===== config.mk =====
export PLATFORM = sky130hd
export DESIGN_NAME = msf_encoder
export DESIGN_NICKNAME = d
export VERILOG_FILES = /design/src/rtl/msf_encoder.sv
export SDC_FILE = /design/constraint.sdc
export NUM_CORES = 1
export LEC_CHECK = 0
export CORE_ASPECT_RATIO = 1.25
export CORE_MARGIN = 10
export CORE_UTILIZATION = 40
export DETAILED_ROUTE_END_ITERATION = 10
export PLACE_DENSITY = 0.58
export SYNTH_ARGS = -nofsm -noshare
export SYNTH_HDL_FRONTEND = slang
export SYNTH_SLANG_ARGS = --single-unit

===== constraint.sdc =====
create_clock -name clk_i -period 4 [get_ports clk_i]
set_input_delay 0.8 -clock clk_i [delete_from_list [all_inputs] [get_ports clk_i]]
set_output_delay 0.8 -clock clk_i [all_outputs]
set_load 0.05 [all_outputs]

===== src/rtl/msf_encoder.sv =====
// MSF time-code modulator: slot/second counters, pending and frame
// registers, and a registered carrier on/off decode.
module msf_encoder #(
    parameter int CYCLES_PER_100MS = 1000
) (
    input  logic       clk_i,
    input  logic       rst_i,
    input  logic       load_i,
    input  logic [3:0] year_h_i,
    input  logic [3:0] year_l_i,
    input  logic       month_h_i,
    input  logic [3:0] month_l_i,
    input  logic [1:0] day_h_i,
    input  logic [3:0] day_l_i,
    input  logic [2:0] dow_i,
    input  logic [1:0] hour_h_i,
    input  logic [3:0] hour_l_i,
    input  logic [2:0] minute_h_i,
    input  logic [3:0] minute_l_i,
    input  logic       bst_i,
    output logic       data_o,
    output logic [5:0] second_o,
    output logic       frame_start_o
);

    localparam int CW = $clog2(CYCLES_PER_100MS);
    localparam logic [CW-1:0] CYC_LAST = CW'(CYCLES_PER_100MS - 1);

    logic [CW-1:0] cyc_q, cyc_d;
    logic [3:0]    slot_q, slot_d;
    logic [5:0]    sec_q, sec_d;
    logic [35:0]   pend_q, pend_d;
    logic [35:0]   frm_q, frm_d;
    logic          data_q, data_d;

    logic          cyc_wrap;
    logic          slot_wrap;
    logic          at_start;
    logic [35:0]   in_vec;
    logic [0:59]   a_bits;
    logic [0:59]   b_bits;
    logic          p_year, p_date, p_dow, p_time;

    assign in_vec = {year_h_i, year_l_i, month_h_i, month_l_i,
                     day_h_i, day_l_i, dow_i, hour_h_i, hour_l_i,
                     minute_h_i, minute_l_i, bst_i};

    assign cyc_wrap  = (cyc_q == CYC_LAST);
    assign slot_wrap = cyc_wrap && (slot_q == 4'd9);
    assign at_start  = (cyc_q == '0) && (slot_q == 4'd0) && (sec_q == 6'd0);

    always_comb begin
        cyc_d  = cyc_wrap ? '0 : cyc_q + 1'b1;
        slot_d = slot_q;
        sec_d  = sec_q;
        if (cyc_wrap) begin
            slot_d = (slot_q == 4'd9) ? 4'd0 : slot_q + 4'd1;
        end
        if (slot_wrap) begin
            sec_d = (sec_q == 6'd59) ? 6'd0 : sec_q + 6'd1;
        end
    end

    // A load coinciding with the frame copy feeds straight through pend_d.
    assign pend_d = load_i ? in_vec : pend_q;
    assign frm_d  = at_start ? pend_d : frm_q;

    assign a_bits = {17'd0, frm_q[35:1], 8'b0111_1110};

    assign p_year = ~^a_bits[17:24];
    assign p_date = ~^a_bits[25:35];
    assign p_dow  = ~^a_bits[36:38];
    assign p_time = ~^a_bits[39:51];

    assign b_bits = {54'd0, p_year, p_date, p_dow, p_time, frm_q[0], 1'b0};

    always_comb begin
        data_d = 1'b0;
        if (sec_q == 6'd0) begin
            data_d = (slot_q < 4'd5);
        end else begin
            case (slot_q)
                4'd0:    data_d = 1'b1;
                4'd1:    data_d = a_bits[sec_q];
                4'd2:    data_d = b_bits[sec_q];
                default: data_d = 1'b0;
            endcase
        end
    end

    always_ff @(posedge clk_i) begin
        if (rst_i) begin
            cyc_q  <= '0;
            slot_q <= 4'd0;
            sec_q  <= 6'd0;
            pend_q <= '0;
            frm_q  <= '0;
            data_q <= 1'b0;
        end else begin
            cyc_q  <= cyc_d;
            slot_q <= slot_d;
            sec_q  <= sec_d;
            pend_q <= pend_d;
            frm_q  <= frm_d;
            data_q <= data_d;
        end
    end

    assign data_o        = data_q;
    assign second_o      = sec_q;
    assign frame_start_o = at_start && !rst_i;

endmodule


Yosys cells after proc, flatten, opt, wreduce, memory -nomap -nowiden
Cells that the tools add are included.
{ "totals": {"ff_bits": 93} }
{ "op_classes": {"n_reduce_logical": 13, "n_mux": 11, "eq_ne": 5, "n_addsub": 3, "n_lt_le_gt_ge": 2, "bitwise": 1} }
{ "op_table": {"columns": ["cell", "n"], "rows": [
  ["$mux W36", 1],
  ["$reduce_xnor A13 Y1", 1],
  ["$bmux W1 S6", 2],
  ["$reduce_xnor A11 Y1", 1],
  ["$add A10 B1 Y10 const B", 1],
  ["$eq A10 B10 Y1 const B", 1],
  ["$logic_not A10 Y1", 1],
  ["$reduce_xnor A8 Y1", 1],
  ["$ge A7 B7 Y1 const B", 1],
  ["$not A6 Y7", 1],
  ["$add A6 B1 Y6 const B", 1],
  ["$eq A6 B6 Y1 const B", 1],
  ["$logic_not A6 Y1", 1],
  ["$mux W6", 1],
  ["$mux W1", 5],
  ["$add A4 B1 Y4 const B", 1],
  ["$eq A4 B1 Y1 const B", 1],
  ["$eq A4 B2 Y1 const B", 1],
  ["$eq A4 B4 Y1 const B", 1],
  ["$logic_and A1 B1 Y1", 4],
  ["$logic_not A4 Y1", 1],
  ["$lt A4 B3 Y1 const B", 1],
  ["$mux W4", 1],
  ["$pmux W1 S3", 1],
  ["3 further kinds", 3]
]} }

Depth between registers and ports, before layout
{ "depth": {"ltp_word": 6, "depth_mapped": 9} }

Least setup slack after synthesis
Ideal clock, no wire load.
{ "synth_timing": {"path_type": "register to output", "from": "reg sec_q[1], in the netlist second_o[1]", "to": "out frame_start_o", "slack_ns": 0.848, "required_time_ns": 3.200, "path_buffers": 1, "arrival_ns": 2.352, "path_stages_with_launch": 6, "cell_sequence": "dfxtp_1 > buf_4 > inv_1 > ha_1 > nand4_1 > nor3_1"} }
{ "synth_via": {"elab_chain_len": 3} }
{ "synth_rtl": {"columns": ["item", "line_no", "rtl"], "rows": [
  ["from (decl)", "31", "logic [5:0] sec_q, sec_d;"],
  ["from (signal assigned)", "95", "sec_q <= 6'd0;"],
  ["from (signal assigned)", "102", "sec_q <= sec_d;"],
  ["$logic_not A6 Y1", "50", "assign at_start = (cyc_q == '0) && (slot_q == 4'd0) && (sec_q == 6'd0);"],
  ["$logic_and A1 B1 Y1", "50", null],
  ["$logic_and A1 B1 Y1", "111", "assign frame_start_o = at_start && !rst_i;"],
  ["to (decl)", "23", "output logic frame_start_o"]
]} }
No other way between the ends.

Worst setup path after layout
{ "layout_timing": {"from": "reg cyc_q[0]", "to": "out frame_start_o"} }
{ "layout_via": {"elab_chain_len": 4} }
{ "layout_rtl": {"columns": ["item", "line_no", "rtl"], "rows": [
  ["from (decl)", "29", "logic [CW-1:0] cyc_q, cyc_d;"],
  ["from (signal assigned)", "100", "cyc_q <= cyc_d;"],
  ["$logic_not A10 Y1", "50", null],
  ["$logic_and A1 B1 Y1 (2 in series)", "50", null],
  ["$logic_and A1 B1 Y1", "111", null]
]} }
No other way between the ends.

==> run_results.csv <==
group,metric,value,unit
synth,netlist_instances,443,
synth,ys_ff_latch,93,
worst_setup_path,worst_ep_arrival_time,2420,ps
routing,drc,0,
clocking,path_clk_slew,60,ps
global_routing,grt_usage,11.89,%
clocking,insertion_delay,340,ps
synth,synth_top_family_by_area,"simple AND/OR/NAND/NOR gates",
synth,synth.most_common_cell,"nor2_1",
worst_setup_path,crit_slowest_cell,"clkdlybuf4s50_1",
floorplan,dieArea,0.01504,mm^2
clocking,cts_max_path_buffers,2,
routing,routed.top_layer,"met4",
floorplan,fp.dieW,111.7,um
global_routing,antenna_found_initial,0,
global_routing,grt_pass1_wl,14900,um
power,finalPower,2.347,mW
final_layout,fin_nets,518,
final_layout,drive_above_1_share,6.263,%
worst_setup_path,cp.required,3200,ps
clocking,cts_hold_buffers,0,
global_routing,grt_max_degree,86,
place,place_ws,1092,ps
synth,netlist.area_leader.share,44.29,%
synth,ys_seq_area_share,44.29,%
synth,synth_edf_count,0,
synth,synthTopCellsByCount,"101 x nor2_1, 93 x dfxtp_1, 38 x a211oi_1, 37 x mux2i_1, 29 x xnor2_1",
power,p_leak,1.959,nW
place,io_buffer_count,46,
power,ir_drop,0.0002387,V
clocking,htreeDepth,3,
outcome,run_status,"complete, no violations",
routing,ant_nets,0,
clocking,postCtsResizedCells,0,
timing,finalCritPeriodShare,80.53,%
worst_setup_path,cp_slowest_stage_delay,830,ps
timing,skew,5.973,ps
min_path,min_path_type,"flip-flop to flip-flop",
worst_setup_path,path_cells,"inv_1 -> ha_1 -> nor4b_1 -> nand4b_1 -> nor3_1 -> clkdlybuf4s50_1",
timing,rsz0062_at_grt,"false",
routing,m1WireLength,3972,um
synth,syn_area_per_cell,9.490,um^2
floorplan,placementRows,41,
synth,synth_fa_ha_area_share,1.726,%
power,p_per_area,467.1,mW/mm^2
synth,synth_warnings,0,
clocking,numCtsBuffers,9,
synth,synth_ff_type,"dfxtp_1",
synth,muxShareOfSynthArea,14.08,%
global_routing,grt_pass1_vias,3095,
clocking,clock-sinks,93,
worst_setup_path,cp_num_buf_inv,2,
worst_setup_path,worstSetupPathType,"flip-flop to output port",
synth,yosys-top-cells-area,"dfxtp_1 44%, nor2_1 9.0%, mux2i_1 8.8%",
synth,syn-cell-area,0.004204,mm^2
synth,synth_compound_area_share,10.71,%
routing,viasPerCell,5.066,
floorplan,coreArea,0.01021,mm^2
timing,tightest_slew,1059,ps
timing,setup_viol,0,
clocking,cts_tree,"yes",
place,post-dp-hpwl,6169,um
timing,tns,0,ps
worst_setup_path,critPathTopFamily,"buffers and inverters",
timing,fin_crit,3221,ps
place,routabilityCongestion,0.8282,
worst_setup_path,setup.worst_path.end_class,"output port",
routing,wl_per_cell,14.21,um
routing,detail_route.first_pass.iterations,4,
clocking,post-cts-setup-buffer-count,0,
worst_setup_path,critPathLaunchType,"flip-flop",
floorplan,initial_core_util,41.18,%
worst_setup_path,cp_max_fo,5,
global_routing,grt_overflow,0,
synth,syn-num-nets,487,
timing,setup_ws,778.7,ps
synth,async_flop_share,0,%
synth,yosysUniqueCellTypes,46,
synth,yosysTopAreaCell,"dfxtp_1",
clocking,cts_root_buf,"clkbuf_16",
routing,wl,8637,um
synth,synthSimpleGateAreaFrac,16.40,%
flow_run,cap_violations,0,
floorplan,die_y,134.6,um
routing,routed-wl-met2,4005,um
final_layout,area_growth,19.52,%
timing,max-slew-margin-rel,29.40,%
timing,hold_viol,0,
timing,drv_slew,0,
timing,max_freq,0.3104,GHz
routing,drt_iter0_markers,107,
final_layout,diodes,0,
routing,num_vias,3080,
synth,synthXorXnorAreaFrac,8.542,%
routing,wl_met3,414,um
floorplan,ioPinCount,47,
==> state kept, by name (all words and copies together), names as in the netlist <==
register,count
slot_q,4
cyc_q,10
second_o,6
pend_q,36
frm_q,36
data_o,1
==> worst reg2reg max path, stage by stage, from the launching register on <==
cell and delay [ps]:
dfxtp_1 400, ha_1 230, and4_1 240, nand4_1 220
nor3_2 710, a41oi_1 220, a311oi_1 270
==> stage by stage <==
step                hold WS, ps  std cells  util (%)  cell area (um^2)
floorplan                 441.0        443         -              4204
global placement          457.5        592     46.06              4702
detailed placement        465.5        592     46.06              4702
CTS                       480.2        608     49.22              5025
global route              513.4        608     49.22              5025
finish                    477.8        608     49.22              5025
==> layout make-up <==
type                    count  area [um^2]
fillers                   978         5184
multi-input cells         312         2168
flip-flops and latches     93         1862
repair buffers             50        480.5
clock buffers              14        284.0
well taps                 129        161.4
clock inverters             2        38.79
inverters                   8        30.03
==> worst paths after layout <==
kind,cells past startpoint,to,slack [ps],from
worst min register to register,1,cyc_q[0],480,cyc_q[0]
worst min-delay path,1,cyc_q[0],480,cyc_q[0]
worst max register to register,6,second_o[4],1620,cyc_q[0]
worst max-delay path,6,frame_start_o,780,cyc_q[0]
==> cells in the final DEF (no fill, tap or decap), types with 2 or more instances in the layout <==
cell type	n
nor2_1	101
dfxtp_1	93
clkdlybuf4s50_1	44
a211oi_1	38
mux2i_1	37
xnor2_1	29
nand2_1	14
nand3_1	12
xor2_1	12
clkbuf_16	9
inv_1	8
a21oi_1	6
nand4_1	5
mux4_1	5
ha_1	5
nor3_1	4
nor2b_1	4
clkbuf_8	4
buf_4	4
o21ai_0	3
a31oi_1	3
mux4_2	3
nand4b_1	2
and3_1	2
nand2b_1	2
a41oi_1	2
a311oi_1	2
a22oi_1	2
mux2_2	2
nor4_1	2
buf_2	2
==> power by group <==
| part | leakage (nW) | internal (mW) | switching, mW |
|---|---|---|---|
| Combinational | 1.03 | 0.206 | 0.190 |
| Clock | 0.159 | 0.554 | 0.341 |
| Sequential | 0.766 | 1.00 | 0.0549 |
==> layer usage <==
layer	track usage (%)	up-vias
li1	-	1602
met1	14.34	1399
met2	18.58	62
met3	3.679	17
met4	6.152	0
met5	0	-
==> logic make-up (layout without fill, tap and decap cells) <==
group,Yosys count,after routing
muxes,47,47
xor gates and xnor gates,41,41
DFF,93,93
adders and majority gates,6,6
buffers and inverters,38,74
AOI/OAI and AO/OA,62,62
and+or+nand+nor,156,156
No activity file was read; power rests on OpenSTA's default activity.
==> variant 1 (same settings) <==
Set the parameter `CYCLES_PER_100MS` to 500 (it was 1000).
--- a/src/rtl/msf_encoder.sv
+++ b/src/rtl/msf_encoder.sv
@@ -2,5 +2,5 @@
 // registers, and a registered carrier on/off decode.
 module msf_encoder #(
-    parameter int CYCLES_PER_100MS = 1000
+    parameter int CYCLES_PER_100MS = 500
 ) (
     input  logic       clk_i,
Behaviour: same outputs for any inputs over 10 cycles, from zero or initial values and one cycle with rst_i high; that may be too few to reach the edited logic, so the function may still have changed.
==> variant 1 against the unedited design <==
Area after synthesis rose by 0.12%. Wire length is 2.4% higher. Setup slack worse by 0.22 ns. Design area decreased by 0.52%. Combinational power is 18% lower. Non-clock buffer count stayed put. Total power shrank 8.0%. Global-route usage hardly changed. Sequential cell count fell by 1. Critical path depth did not move. Critical path type unchanged. Clock skew about the same. First-iteration DRC count is 4.7% higher.
==> variant 1: results (changes against the unedited design) <==
placer congestion estimate 0.834 (+0.74%); Avg Inst Size Synth 8.79 um2 (-7.4%); R2R Path Start second_o[1]; synthesized net count 523 (+7.4%); GRT Total Usage 0.119 (+0.000222); hold_ws 0.459 ns (-0.0187 ns); vias 3,287 (+6.7%); slowest cell on the critical path clkdlybuf4s50_1; ranking of synthesized cells by area dfxtp_1 44%, nor2_1 12%, mux2i_1 9.5%; worst hold path class flip-flop to flip-flop; CP max stage delay 0.85 ns (+0.02 ns); post-DP HPWL 6.18 mm (+0.17%); # fillers 1,002 (+2.5%); post-synth cell types 44 (-4.3%); routed vias/inst 5.14 (+1.4%); pre-CTS WS 0.878 ns (-0.213 ns); slew at the pin closest to its max-slew limit 1.04 ns (-0.0162 ns); status finished clean; asr flop ratio synth 0 (unchanged); Hold Path Origin cyc_q[0]; placed cells 624 (+5.4%); Crit path max-delay family buffers and inverters; Critical Path Fanout Max 15 (+10); initial antenna violation count 0 (unchanged); Nets 550 (+6.2%); hold path depth 1 (unchanged); first-pass GRT wire length 14.9 mm (about the same); count of input and output buffers 46 (unchanged); Pleak 1.99 nW (+1.6%); post-CTS sizing 0 (unchanged); router iterations before antenna repair 4 (unchanged); drt total wl 8.85 mm (+2.4%); WHS Endpoint cyc_q[0]; Final WS setup 0.557 ns (-0.221 ns); Post-synth top cells 135 x nor2_1, 92 x dfxtp_1, 43 x a21oi_1; r2r setup slk 1.45 ns (-0.17 ns); Synth Flop Type dfxtp_1; First DRT Iteration DRCs 112 (+4.7%); largest net degree at the start of global routing 85 (-1.2%); Worst Reg-to-Reg Cells 8 (+2); register area share after synthesis 0.438 (-0.00528); Syn. warnings 0 (unchanged); share of layout cells above drive strength 1 0.0568 (-0.00588); biggest regs frm_q (36), pend_q (36), cyc_q (9); r2r endpoint frm_q[10]; Max Clock Skew 0.00612 ns (+0.000144 ns); vias in the first global route 3,232 (+4.4%); Clock transition at path regs 0.06 ns (about the same); placed inst area 4710 um2 (+0.24%); Peak VDD IR 233 uV (-2.4%); clk_lat worst skew 0.34 ns (about the same)
## variant 1: cell types whose count changed after synthesis, moves of 4 or more
cell,before,now
a211oi_1,38,1
a21oi_1,6,43
nor2_1,101,135
clkbuf_1,13,24
xnor2_1,29,21
mux4_1,5,0
nand2_1,14,10
nand3_1,12,8
nor4_1,2,6
xnor3_1,0,4
## variant 1: layout make-up
type / instances / area [um2] / area share
Timing Repair Buffer: 50 / 480 / 0.0961
Inverter: 7 / 26.3 / 0.00526
Clock buffer: 11 / 233 / 0.0466
Multi-Input combinational cell: 346 / 2200 / 0.441
Clock inverter: 5 / 52.6 / 0.0105
Tap cell: 129 / 161 / 0.0323
Sequential cell: 92 / 1840 / 0.368
## variant 1: worst max-delay path by stage
stage,startpoint,depth (start not counted),endpoint
6_report,second_o[1],6,frame_start_o
5_1_grt,second_o[1],6,frame_start_o
4_1_cts,second_o[1],6,frame_start_o
3_5_place_dp,second_o[1],6,frame_start_o
3_3_place_gp,second_o[1],6,frame_start_o
2_1_floorplan,second_o[1],6,frame_start_o
## variant 1: logic make-up after synthesis
kind of cell	count (synthesis)	share of synthesized area
simple gates	193	0.202
mux	48	0.133
xor+xnor	36	0.0880
compound gates	64	0.0862
buf+inv	41	0.0389
flops	92	0.438
fa+ha+maj	5	0.0149
## variant 1: report_power, final
group | internal, W | switching, W | total, W
clock | 0.000481 | 0.000349 | 0.000830
sequential | 0.000971 | 0.0000363 | 0.00101
combinational | 0.000167 | 0.000156 | 0.000323
## variant 1: routing by layer
layer  up-vias  GRT usage  routed length (um)
li1       1684          -                   -
met1      1536      0.135                3990
met2        52      0.198                4310
met3        15     0.0399                 397
met4         0     0.0551                 149
met5         -          0                   0
==> variant 2 (config.mk and constraints unchanged) <==
Without the edit above. Remove the register `data_q`: a continuous assignment takes its place, so the output `data_o` follows one clock earlier.
--- a/src/rtl/msf_encoder.sv
+++ b/src/rtl/msf_encoder.sv
@@ -96,5 +96,4 @@
             pend_q <= '0;
             frm_q  <= '0;
-            data_q <= 1'b0;
         end else begin
             cyc_q  <= cyc_d;
@@ -103,7 +102,8 @@
             pend_q <= pend_d;
             frm_q  <= frm_d;
-            data_q <= data_d;
         end
     end
+
+    assign data_q = data_d;
 
     assign data_o        = data_q;
Formal check against the unedited RTL: not equivalent (Yosys sat finds a counterexample within 4 cycles, from zero or initial values and one cycle with rst_i high).
==> variant 2 against the unedited design <==
Area after synthesis increased by 3.3%. Design area rose by 1.9%. Total power is 1.1% lower. Setup slack worse by 0.38 ns. Critical path type unchanged. Sequential cell count decreased by 1. Wire length grew 1.2%. Largest cell class unchanged. Critical endpoint unchanged.
==> variant 2: results (changes against the unedited design) <==
H-tree depth 3 (unchanged); r2r setup slk 1.31 ns (-0.31 ns); placed inst area 4820 um2 (+2.6%); router iterations before antenna repair 4 (unchanged); Routed WL per cell 14.2 um (+0.17%); r2r endpoint frm_q[23]; post-CTS sizing 0 (unchanged); ranking of synthesized cells by area dfxtp_1 42%, a211oi_2 9.8%, mux2i_1 9.4%; # Post-CTS Setup Buffers 0 (unchanged); vias in the first global route 3,169 (+2.4%); largest net degree at the start of global routing 86 (unchanged); Critical Path Fanout Max 9 (+4); clock root cell clkbuf_16; gr ovfl total 0 (unchanged); clk_lat worst skew 0.33 ns; GRT Total Usage 0.116 (-0.00313); antenna cells 0 (unchanged); CP endpoint frame_start_o; met1 GRT Util 0.141 (-0.00254); hold path depth 1 (unchanged); routed vias/inst 5.12 (+1.0%); pre-CTS WS 0.758 ns (-0.334 ns); first-pass GRT wire length 15.0 mm (+0.64%); worst hold path class flip-flop to flip-flop; post-synth cell types 45 (-2.2%); count of input and output buffers 46 (unchanged); Peak VDD IR 199 uV (-16%); CTS Buf Count 9 (unchanged); First DRT Iteration DRCs 124 (+16%); R2R Path Start slot_q[3]; Pleak 1.88 nW (-3.8%); register area share after synthesis 0.424 (-0.0189); asr flop ratio synth 0 (unchanged); share of layout cells above drive strength 1 0.135 (+0.0722); FMAX 0.278 GHz (-11%); Nets 521 (+0.58%); placer congestion estimate 0.907 (+9.5%); status finished clean; initial antenna violation count 0 (unchanged); placed cells 598 (+1.0%); relative slew slack 0.287 (-0.00746); Max Clock Skew 0.00586 ns (-0.000116 ns); Worst Reg-to-Reg Cells 6 (unchanged); CP Class flip-flop to primary output; # fillers 1,006 (+2.9%); max cap viols 0 (unchanged); post-DP HPWL 6.19 mm (+0.30%); Clock transition at path regs 0.06 ns (about the same); Critical Path AT 2.80 ns (+0.38 ns); hold_ws 0.458 ns (-0.0203 ns); clk buf depth 2 (unchanged); Avg Inst Size Synth 9.68 um2 (+2.0%); Post-synth top cells 95 x nor2_1, 92 x dfxtp_1, 41 x mux2i_1; GRT met3 Usage 0.0372 (+0.000441); synthesized net count 493 (+1.2%); grt met2 use 0.186 (-0.000221); Syn. warnings 0 (unchanged); drt total wl 8.74 mm (+1.2%)
variant 2: cell types whose count changed in the layout (fill, tap and decap cells not counted), moves of 4 or more:
cell,unedited run,this run
a211oi_1,38,2
a211oi_2,0,34
a21oi_1,6,12
mux2i_1,37,41
mux4_1,5,0
nand2_1,14,18
nand4_1,5,1
nor2_1,101,95
variant 2: worst min-delay path by stage:
stage | startpoint | end
after floorplan | cyc_q[0] | cyc_q[0]
after global placement | cyc_q[0] | cyc_q[0]
after detailed placement | cyc_q[0] | cyc_q[0]
after CTS | cyc_q[0] | cyc_q[0]
after global routing | cyc_q[0] | cyc_q[0]
final | cyc_q[0] | cyc_q[0]
variant 2: area by class of cell:
type | instances | area, um2 | share of cell area
tap | 132 | 165 | 0.0323
clock buffer | 12 | 246 | 0.0481
clock inverter | 4 | 48.8 | 0.00953
sequential | 92 | 1840 | 0.360
timing repair buffer | 49 | 473 | 0.0924
multi-input combinational | 314 | 2300 | 0.450
inverter | 11 | 41.3 | 0.00806
variant 2: kinds of logic after synthesis:
group           count (synthesis)  synth area share
simple gates                  153             0.157
flops                          92             0.424
compound gates                 67             0.149
mux                            48             0.126
buf+inv                        43            0.0472
xor+xnor                       41            0.0827
fa+ha+maj                       5            0.0144
variant 2: routing by layer:
metal,vias to the layer above,part of all wire
met5,-,0
met2,61,0.48
met4,0,0.022
met3,15,0.041
li1,1605,-
met1,1461,0.46
variant 2: power breakdown:
group | internal (W) | switching (W) | leakage, nW
Combinational | 0.000224 | 0.000217 | 0.980
Clock | 0.000501 | 0.000334 | 0.147
Sequential | 0.000990 | 0.0000552 | 0.758
variant 2: worst max-delay path: stages (launching register included):
cell	delay, ns
dfxtp_1	0.38
or4_1	0.59
or4_4	0.46
nor4_1	0.19
clkdlybuf4s50_1	0.85
